`src/rtl/dds_pkg.sv`:
```
// Shared constants and types for the DDS serial link receiver.
package dds_pkg;

  localparam logic [7:0] DDS_RX_OFS_LO   = 8'd0;
  localparam logic [7:0] DDS_RX_OFS_HI   = 8'd1;
  localparam logic [7:0] DDS_RX_OFS_STAT = 8'd2;

  localparam int DDS_RX_STAT_NEMPTY = 0;
  localparam int DDS_RX_STAT_FULL   = 1;
  localparam int DDS_RX_STAT_OVF    = 2;
  localparam int DDS_RX_STAT_FERR   = 3;

  typedef enum logic [1:0] {
    RX_IDLE  = 2'd0,
    RX_SHIFT = 2'd1,
    RX_PUSH  = 2'd2
  } rx_state_e;

  localparam int         DDS_B28_BIT    = 13;
  localparam int         DDS_HLB_BIT    = 12;
  localparam logic [1:0] DDS_ADDR_CTRL  = 2'b00;
  localparam logic [1:0] DDS_ADDR_FREQ0 = 2'b01;

endpackage

```
`src/rtl/dds_rx_fifo.sv`:
```
// Word FIFO for the DDS receiver; FIFO_DEPTH must be a power of two >= 2.
module dds_rx_fifo #(
  parameter int FIFO_DEPTH = 4
) (
  input  logic        clk,
  input  logic        rst,
  input  logic        push,
  input  logic [15:0] push_data,
  input  logic        pop,
  output logic        full,
  output logic        empty,
  output logic [15:0] head,
  output logic        ovf_evt
);

  localparam int AW = $clog2(FIFO_DEPTH);

  logic [15:0]   mem_q [FIFO_DEPTH];
  logic [15:0]   mem_d [FIFO_DEPTH];
  logic [AW-1:0] wr_ptr_q, wr_ptr_d, rd_ptr_q, rd_ptr_d;
  logic [AW:0]   cnt_q, cnt_d;
  logic          pop_ok, push_ok;

  assign full    = (cnt_q == (AW+1)'(FIFO_DEPTH));
  assign empty   = (cnt_q == '0);
  assign head    = mem_q[rd_ptr_q];
  assign pop_ok  = pop && !empty;
  // A pop in the same cycle frees the slot, so a push into a full FIFO still lands.
  assign push_ok = push && (!full || pop_ok);
  assign ovf_evt = push && !push_ok;

  always_comb begin
    mem_d    = mem_q;
    wr_ptr_d = wr_ptr_q;
    rd_ptr_d = rd_ptr_q;
    cnt_d    = cnt_q;
    if (push_ok) begin
      mem_d[wr_ptr_q] = push_data;
      wr_ptr_d        = wr_ptr_q + AW'(1);
    end
    if (pop_ok) rd_ptr_d = rd_ptr_q + AW'(1);
    if (push_ok && !pop_ok)      cnt_d = cnt_q + (AW+1)'(1);
    else if (!push_ok && pop_ok) cnt_d = cnt_q - (AW+1)'(1);
  end

  always_ff @(posedge clk) begin
    if (rst) begin
      for (int i = 0; i < FIFO_DEPTH; i++) mem_q[i] <= '0;
      wr_ptr_q <= '0;
      rd_ptr_q <= '0;
      cnt_q    <= '0;
    end else begin
      mem_q    <= mem_d;
      wr_ptr_q <= wr_ptr_d;
      rd_ptr_q <= rd_ptr_d;
      cnt_q    <= cnt_d;
    end
  end

endmodule

```
`src/rtl/dds_serial_rx.sv`:
```
// DDS 3-wire serial receiver with PicoBlaze input-port readout.
// Optional FREQ0 decode is built when DDS_RX_FREQ_EN is defined.
//
// state    | meaning
// RX_IDLE  | waiting for FSYNC falling edge
// RX_SHIFT | shifting bits on SCLK falls, MSB first
// RX_PUSH  | full word held, handed to the FIFO next cycle
module dds_serial_rx
  import dds_pkg::*;
#(
  parameter logic [7:0] BASE_PORT  = 8'h10,
  parameter int         FIFO_DEPTH = 4
) (
  input  logic       clk,
  input  logic       rst,
  input  logic       FSYNC,
  input  logic       SCLK,
  input  logic       SDATA,
  input  logic [7:0] port_id,
  input  logic       read_strobe,
  output logic [7:0] in_port,
  output logic       word_ready
`ifdef DDS_RX_FREQ_EN
  ,
  output logic [27:0] freq0,
  output logic        freq0_valid
`endif
);

  localparam logic [7:0] PORT_LO   = BASE_PORT + DDS_RX_OFS_LO;
  localparam logic [7:0] PORT_HI   = BASE_PORT + DDS_RX_OFS_HI;
  localparam logic [7:0] PORT_STAT = BASE_PORT + DDS_RX_OFS_STAT;

  // Synchronisers are left unreset so a frame in flight during reset
  // does not look like a fresh FSYNC fall afterwards.
  logic fsync_meta_q, fsync_sync_q, fsync_prev_q;
  logic sclk_meta_q, sclk_sync_q, sclk_prev_q;
  logic sdata_meta_q, sdata_sync_q;

  always_ff @(posedge clk) begin
    fsync_meta_q <= FSYNC;
    fsync_sync_q <= fsync_meta_q;
    fsync_prev_q <= fsync_sync_q;
    sclk_meta_q  <= SCLK;
    sclk_sync_q  <= sclk_meta_q;
    sclk_prev_q  <= sclk_sync_q;
    sdata_meta_q <= SDATA;
    sdata_sync_q <= sdata_meta_q;
  end

  logic sclk_fall, fsync_fall;
  assign sclk_fall  = !sclk_sync_q && sclk_prev_q;
  assign fsync_fall = !fsync_sync_q && fsync_prev_q;

  rx_state_e   state_q;
  logic [3:0]  bit_cnt_q;
  logic [15:0] shreg_q, push_word_q;
  logic        push_q, ferr_evt_q;

  always_ff @(posedge clk) begin
    if (rst) begin
      state_q     <= RX_IDLE;
      bit_cnt_q   <= '0;
      shreg_q     <= '0;
      push_word_q <= '0;
      push_q      <= 1'b0;
      ferr_evt_q  <= 1'b0;
    end else begin
      push_q     <= 1'b0;
      ferr_evt_q <= 1'b0;
      case (state_q)
        RX_IDLE: begin
          if (fsync_fall) begin
            state_q   <= RX_SHIFT;
            bit_cnt_q <= '0;
          end
        end
        RX_SHIFT: begin
          if (fsync_sync_q) begin
            ferr_evt_q <= (bit_cnt_q != 4'd0);
            state_q    <= RX_IDLE;
          end else if (sclk_fall) begin
            shreg_q   <= {shreg_q[14:0], sdata_sync_q};
            bit_cnt_q <= bit_cnt_q + 4'd1;
            if (bit_cnt_q == 4'd15) state_q <= RX_PUSH;
          end
        end
        RX_PUSH: begin
          push_q      <= 1'b1;
          push_word_q <= shreg_q;
          bit_cnt_q   <= '0;
          state_q     <= fsync_sync_q ? RX_IDLE : RX_SHIFT;
        end
        default: state_q <= RX_IDLE;
      endcase
    end
  end

  logic        fifo_full, fifo_empty, fifo_ovf_evt, fifo_pop;
  logic [15:0] fifo_head;

  assign fifo_pop = read_strobe && (port_id == PORT_HI);

  dds_rx_fifo #(.FIFO_DEPTH(FIFO_DEPTH)) u_fifo (
    .clk       (clk),
    .rst       (rst),
    .push      (push_q),
    .push_data (push_word_q),
    .pop       (fifo_pop),
    .full      (fifo_full),
    .empty     (fifo_empty),
    .head      (fifo_head),
    .ovf_evt   (fifo_ovf_evt)
  );

  logic       ovf_q, ovf_d, ferr_q, ferr_d;
  logic [7:0] in_port_q, in_port_d, status;

  always_comb begin
    status = 8'h00;
    status[DDS_RX_STAT_NEMPTY] = !fifo_empty;
    status[DDS_RX_STAT_FULL]   = fifo_full;
    status[DDS_RX_STAT_OVF]    = ovf_q;
    status[DDS_RX_STAT_FERR]   = ferr_q;

    ovf_d  = ovf_q;
    ferr_d = ferr_q;
    if (read_strobe && (port_id == PORT_STAT)) begin
      ovf_d  = 1'b0;
      ferr_d = 1'b0;
    end
    if (fifo_ovf_evt) ovf_d  = 1'b1;
    if (ferr_evt_q)   ferr_d = 1'b1;

    in_port_d = 8'h00;
    if (port_id == PORT_LO)        in_port_d = fifo_empty ? 8'h00 : fifo_head[7:0];
    else if (port_id == PORT_HI)   in_port_d = fifo_empty ? 8'h00 : fifo_head[15:8];
    else if (port_id == PORT_STAT) in_port_d = status;
  end

  always_ff @(posedge clk) begin
    if (rst) begin
      ovf_q     <= 1'b0;
      ferr_q    <= 1'b0;
      in_port_q <= 8'h00;
    end else begin
      ovf_q     <= ovf_d;
      ferr_q    <= ferr_d;
      in_port_q <= in_port_d;
    end
  end

  assign in_port    = in_port_q;
  assign word_ready = !fifo_empty;

`ifdef DDS_RX_FREQ_EN
  logic        b28_q, b28_d, hlb_q, hlb_d, half_q, half_d;
  logic        freq0_valid_q, freq0_valid_d;
  logic [13:0] lsb_q, lsb_d;
  logic [27:0] freq0_q, freq0_d;

  always_comb begin
    b28_d         = b28_q;
    hlb_d         = hlb_q;
    half_d        = half_q;
    lsb_d         = lsb_q;
    freq0_d       = freq0_q;
    freq0_valid_d = 1'b0;
    if (push_q) begin
      if (push_word_q[15:14] == DDS_ADDR_CTRL) begin
        b28_d  = push_word_q[DDS_B28_BIT];
        hlb_d  = push_word_q[DDS_HLB_BIT];
        half_d = 1'b0;
      end else if (push_word_q[15:14] == DDS_ADDR_FREQ0) begin
        if (b28_q) begin
          if (!half_q) begin
            lsb_d  = push_word_q[13:0];
            half_d = 1'b1;
          end else begin
            freq0_d       = {push_word_q[13:0], lsb_q};
            freq0_valid_d = 1'b1;
            half_d        = 1'b0;
          end
        end else begin
          if (hlb_q) freq0_d[27:14] = push_word_q[13:0];
          else       freq0_d[13:0]  = push_word_q[13:0];
          freq0_valid_d = 1'b1;
        end
      end
    end
  end

  always_ff @(posedge clk) begin
    if (rst) begin
      b28_q         <= 1'b0;
      hlb_q         <= 1'b0;
      half_q        <= 1'b0;
      lsb_q         <= '0;
      freq0_q       <= '0;
      freq0_valid_q <= 1'b0;
    end else begin
      b28_q         <= b28_d;
      hlb_q         <= hlb_d;
      half_q        <= half_d;
      lsb_q         <= lsb_d;
      freq0_q       <= freq0_d;
      freq0_valid_q <= freq0_valid_d;
    end
  end

  assign freq0       = freq0_q;
  assign freq0_valid = freq0_valid_q;
`endif

endmodule
```
`config.mk`:
```
export PLATFORM = sky130hd
export DESIGN_NAME = dds_serial_rx
export DESIGN_NICKNAME = d
export VERILOG_FILES = /design/src/rtl/dds_pkg.sv /design/src/rtl/dds_rx_fifo.sv /design/src/rtl/dds_serial_rx.sv
export SDC_FILE = /design/constraint.sdc
export NUM_CORES = 1
export LEC_CHECK = 0
export BUFFER_PORTS_ARGS = -buffer_cell sky130_fd_sc_hd__clkbuf_2
export CAP_MARGIN = 20
export CORE_ASPECT_RATIO = 1.2
export CORE_MARGIN = 2
export CORE_UTILIZATION = 50
export CTS_CLUSTER_DIAMETER = 100
export CTS_CLUSTER_SIZE = 25
export DETAILED_ROUTE_END_ITERATION = 10
export GPL_ROUTABILITY_DRIVEN = 0
export PLACE_DENSITY = 0.78
export SETUP_SLACK_MARGIN = 0.02
export SYNTH_ARGS = -nofsm -noshare
export SYNTH_HDL_FRONTEND = slang
export SYNTH_SLANG_ARGS = --single-unit
```
`constraint.sdc`:
```
create_clock -name clk -period 6.45 [get_ports clk]
set_input_delay 0.9675 -clock clk [delete_from_list [all_inputs] [get_ports clk]]
set_output_delay 0.9675 -clock clk [all_outputs]
set_load 0.02 [all_outputs]
```
---- After elaboration in Yosys (flattened, before gate mapping) ----
Index checks and enable logic that the tools add are counted.
word-level totals
  output and inout port bits .............. 9
  bits in registers ....................... 129
  logic and storage cells ................. 103
cells by class
  muxes and demuxes ....................... 27
  $add $sub $neg .......................... 5
  eq/ne operators ......................... 12
  reductions and logical operators ........ 28
  bitwise logic cells ..................... 4
  order comparisons ....................... 3
operators with widths
  operator               number
  $bwmux W64             1
  $mux W16               3
  $bmux W16 S2           1
  $demux W16 S2          1
  $mux W8                4
  $eq A8 B5 Y1 const B   3
  $mux W4                4
  $pmux W4 S3            1
  $logic_and A1 B1 Y1    10
  $mux W2                4
  $ge A3 B3 Y1 const B   2
  $logic_not A1 Y1       6
  $mux W3                2
  $ne A2 B2 Y1 const B   3
  $ne A3 B3 Y1 const B   2
  $not A2 Y3             2
  $pmux W2 S3            1
  $reduce_and A3 Y1      2
  $reduce_bool A2 Y1     3
  $mux W1                5
  $add A2 B1 Y2 const B  2
  $add A4 B1 Y4 const B  1
  $eq A4 B4 Y1 const B   1
  $reduce_and A4 Y1      1
  other kinds (13)       14

---- Logic depth before layout (Yosys ltp) ----
  depth after elaboration ................. 9
  depth in mapped cells ................... 9
  mapped depth without buffers ............ 9

---- Cells and area by module ----
Synthesis repeated with hierarchy kept, for this count alone.
unflattened totals
  cell total of the unflattened synthesis .. 537
  area, all modules ....................... 5,500.3 um2
by module, submodules not included
  module         area an instance (um2)  times used  seq. area each (um2)  cells an instance
  dds_rx_fifo    3,340.7                 1           1,421.4               293
  dds_serial_rx  2,159.6                 1           1,161.1               244

---- Worst setup path before layout ----
OpenSTA, ideal clock, no wires.
  kind .................................... in2reg
  start point ............................. in port_id[5]
  end point ............................... reg u_fifo.cnt_q[2]
  path buffers ............................ 1
  setup slack ............................. 3,450 ps
  setup time .............................. 70 ps
  arrival time ............................ 2,930 ps
  stages .................................. 9
  data required time ...................... 6,380 ps
  cells stage by stage .................... nor4b_4 > a32o_1 > buf_6 > ha_1 > inv_1 > fa_1 > xor2_1 > or3_1 > a21oi_1
on the way
  word-level cells in the longest chain between the ends .. 8
  elaborated cells on any way between the ends .. 11
RTL lines
  item                                 line                  RTL
  start: declaration                   dds_serial_rx.sv:19   input logic [7:0] port_id,
  $eq A8 B5 Y1 (*)                     dds_serial_rx.sv:102  assign fifo_pop = read_strobe && (port_id == PORT_HI);
  $logic_and A1 B1 Y1 (*)              dds_serial_rx.sv:102
  $logic_and A1 B1 Y1 (*)              dds_rx_fifo.sv:27     assign pop_ok = pop && !empty;
  $logic_or A1 B1 Y1 (*)               dds_rx_fifo.sv:29     assign push_ok = push && (!full || pop_ok);
  $logic_and A1 B1 Y1 (*)              dds_rx_fifo.sv:29
  net u_fifo.push_ok                   dds_rx_fifo.sv:22     logic pop_ok, push_ok;
  $logic_not A1 Y1                     dds_rx_fifo.sv:43     else if (!push_ok && pop_ok) cnt_d = cnt_q - (AW+1)'(1);
  $logic_and A1 B1 Y1                  dds_rx_fifo.sv:43
  $reduce_bool A2 Y1 (no source line)  --
  end signal: assignment               dds_rx_fifo.sv:56     cnt_q <= cnt_d;
  end: declaration                     dds_rx_fifo.sv:21     logic [AW:0] cnt_q, cnt_d;
The timed path passes the listed nets; every way through them passes the cells marked *.
A chain may end at the register's enable or synchronous reset.

---- Final worst setup path ----
  start point ............................. in port_id[5]
  end point ............................... reg u_fifo.cnt_q[2]
on the way
  word-level cells in the longest chain between the ends .. 8
  elaborated cells on any way between the ends .. 11
RTL lines
  item                                 line
  $eq A8 B5 Y1 (*)                     dds_serial_rx.sv:102
  $logic_and A1 B1 Y1 (*)              dds_serial_rx.sv:102
  $logic_and A1 B1 Y1 (*)              dds_rx_fifo.sv:27
  $logic_or A1 B1 Y1                   dds_rx_fifo.sv:29
  $logic_and A1 B1 Y1                  dds_rx_fifo.sv:29
  $logic_not A1 Y1                     dds_rx_fifo.sv:43
  $logic_and A1 B1 Y1                  dds_rx_fifo.sv:43
  $reduce_bool A2 Y1 (no source line)  --
Mark *: on every way between the ends. The rest lies on a longest branch, timed or not.

==> results.tsv <==
metric	value	unit
Num CTS Buffers	17	
sequential share of power	45.9	%
die area	11900	um^2
routed len/inst	15.4	um
Post-DRT Antenna Nets	0	
Synth Area in Adders	1.95	%
layout cells sized above 1	15.6	%
Crit. End Element	register	
Pleak	2.47	nW
fin. max-slew vios	0	
number of synthesized flops with an enable pin	0	
uppermost layer routed	met4	
part of the power in combinational logic	1.9	%
final clock skew	0.00787	ns
Synth Area per Inst	10.4	um^2
clk_lat worst skew	0.42	ns
Synth Net Count	552	
type of element launching the critical path	input port	
Initial Util	50.7	%
final wirelength	10.7	mm
vias in the first global route	3741	
pre-CTS setup slack	2.80	ns
total grt overflow	0	
Worst Setup EP	u_fifo.cnt_q[2]	
RSZ-0062 raised after global routing	false	
Post-Layout Cell Count	690	
crit path max fanout	9	
footprint of the multi-input gates	2730	um^2
sw power	0.000388	W
R2R Path Start	u_fifo.cnt_q[0]	
most numerous cell in the Yosys netlist	dfxtp_1	
reg-to-reg setup timing slack	3.80	ns
largest family of logic cells by synthesized area	simple AND/OR/NAND/NOR gates	
xor/xnor cell area share of the yosys netlist	0.953	%
initial antenna violation count	0	
Tmin final	3.21	ns
fin nets	567	
synth top area cells	dfxtp_1, mux2i_1, nand2b_1	
DRC	0	
Port-buffer cells	22	
most frequent cells after synthesis	dfxtp_1, nand2b_1, mux2i_1	
Async SR Flop Fraction	0	%
part of the Yosys area used for sequential elements	46.9	%
crit path launch	port_id[5]	
Synth Register Bits	129	
Gate Count Post-Synth	530	
Hold WC Path Type	reg -> reg	
final hold violations	0	
mux contribution to synthesized area	19.5	%
max-cap violation count	0	
max_slew headroom	29.7	%
DRT Pass-1 Iters	4	
top-area cell type share of the netlist area	46.9	%
Worst-Margin Slew	1.05	ns
H-tree levels	4	
routed wl met3	382	um
largest area contributor in the netlist	dfxtp_1	
sw frac	22.2	%
largest net degree at the start of global routing	119	
Peak Freq	0.311	GHz
Top FF cell, synth	dfxtp_1	
post-CTS setup buffers	0	
setup TNS	0	ns
CTS Hold Bufs	0	
Core Box Area	10900	um^2
Max clock buf depth	2	
clock-pin slew of the registers on the worst-case setup and hold paths	0.06	ns
maximum vdd drop	0.136	mV
CP arrival	3.57	ns
Crit Path Category	in -> reg	
total placed cells including tap cells	657	
yosys warns	0	
wire length on met1	4.53	mm
Sinks on Clock Net	129	
Post-DP HPWL	6.83	mm
PwrDens	281	nW/um^2
Critical Path RT	6.81	ns
setup violators final	0	
routed vias	3719	
PostCTS Resize Cnt	0	
period utilisation layout	49.8	%
IO Pins	23	
total track usage	19.2	%
starting DRC count in detailed routing	160	
clock share of power	52.2	%
Die H	119	um
CTS tree	yes	
overall power	0.00175	W
final worst slack	3.24	ns
reg2reg path depth	8	
Critical R2R Capture	u_fifo.cnt_q[2]	
root buffer cell	clkbuf_16	
register area	2580	um^2
std cell rows	42	
first-pass GRT wire length	17.8	mm
via/cell ratio	5.39	
simple-gate portion of the synthesized area	22.2	%
antenna cells	0	
Synth-to-Final Area Change	12.8	%
library cells used by synthesis	50	
Hold Startpoint	sclk_meta_q	
cell area after synthesis	5510	um^2
met2 WL	5.50	mm
Die Wd	99.8	um
# fillers	918	
compound-cell area share of the yosys netlist	4.88	%
status	finished, final reports clean	
Pint	0.00136	W
## through the flow
stage	hold slack, ns	instance area [um^2]	util (%)
after floorplan	0.310	5510	-
after global placement	0.310	5630	51.8
after detailed placement	0.314	5630	51.8
after CTS	0.329	6200	57.0
after global routing	0.331	6220	57.1
final	0.326	6220	57.1
## layout by cell type, fill, tap and decap left out, drive strengths merged, types with 3 or more instances in the layout
| cell type | Yosys | final |
|---|---|---|
| clkinvlp | 0 | 5 |
| nand3 | 7 | 7 |
| inv | 7 | 10 |
| ha | 7 | 7 |
| mux4 | 16 | 16 |
| dfxtp | 129 | 129 |
| nor2b | 7 | 7 |
| nor4 | 3 | 3 |
| nand2b | 85 | 85 |
| nor3 | 4 | 4 |
| clkbuf | 18 | 39 |
| nor3b | 4 | 4 |
| mux2i | 70 | 70 |
| a21oi | 37 | 37 |
| nand2 | 73 | 73 |
| xor2 | 4 | 4 |
| buf | 12 | 5 |
| clkinv | 0 | 5 |
| nor2 | 17 | 17 |
## final cells by class
type	count	share of cell area (%)
Inverter	7	0.423
Tap cell	132	2.66
Timing Repair Buffer	26	2.31
Clock inverter	14	2.15
Multi-Input combinational cell	364	43.8
Sequential cell	129	41.5
Clock buffer	18	7.07
## power by group through the flow
stage	clock network [W]	registers, W	logic [W]
detailed placement	0	0.000819	0.0000321
global route	0.000958	0.000802	0.0000351
global placement	0	0.000819	0.0000311
finish	0.000912	0.000802	0.0000324
floorplan	0	0.000819	0.0000233
CTS	0.000921	0.000802	0.0000322
## critical path, stage by stage
cell      delay, ns
clkbuf_2       0.11
nor4b_4        0.41
a32o_1         0.73
ha_1           0.31
inv_1          0.06
fa_1           0.38
xor2_1         0.17
or3_1          0.30
a21oi_1        0.13
## registers in the layout, summed over array words and instances (netlist names), 2 cells and up
register,flops
in_port,8
shreg_q,16
u_fifo.wr_ptr_q,2
u_fifo.cnt_q,3
bit_cnt_q,4
u_fifo.mem_q,64
u_fifo.rd_ptr_q,2
push_word_q,16
state_q,2
## kinds of logic (layout without fill, tap and decap cells)
kind of cell / count (synthesis) / in the layout
XOR/XNOR: 6 / 6
multiplexers: 87 / 87
adder cells (fa/ha/maj): 8 / 8
AO/OA/AOI/OAI: 47 / 47
buffers and inverters: 37 / 65
flip-flops: 129 / 129
AND/OR/NAND/NOR: 216 / 216
## worst min path at each step
| stage | endpoint | slack [ns] | depth (start not counted) |
|---|---|---|---|
| detailed placement | sclk_sync_q | 0.31 | 0 |
| CTS | sclk_sync_q | 0.33 | 0 |
| finish | sclk_sync_q | 0.33 | 0 |
| global placement | sclk_sync_q | 0.31 | 0 |
| global route | sclk_sync_q | 0.33 | 0 |
| floorplan | fsync_sync_q | 0.31 | 0 |
## metal layers
metal	vias to the layer above	GRT usage, %
li1	1836	-
met5	-	0
met1	1783	21.9
met2	77	33.2
met3	23	5.22
met4	0	8.73
(Power assumes the default switching activity.)
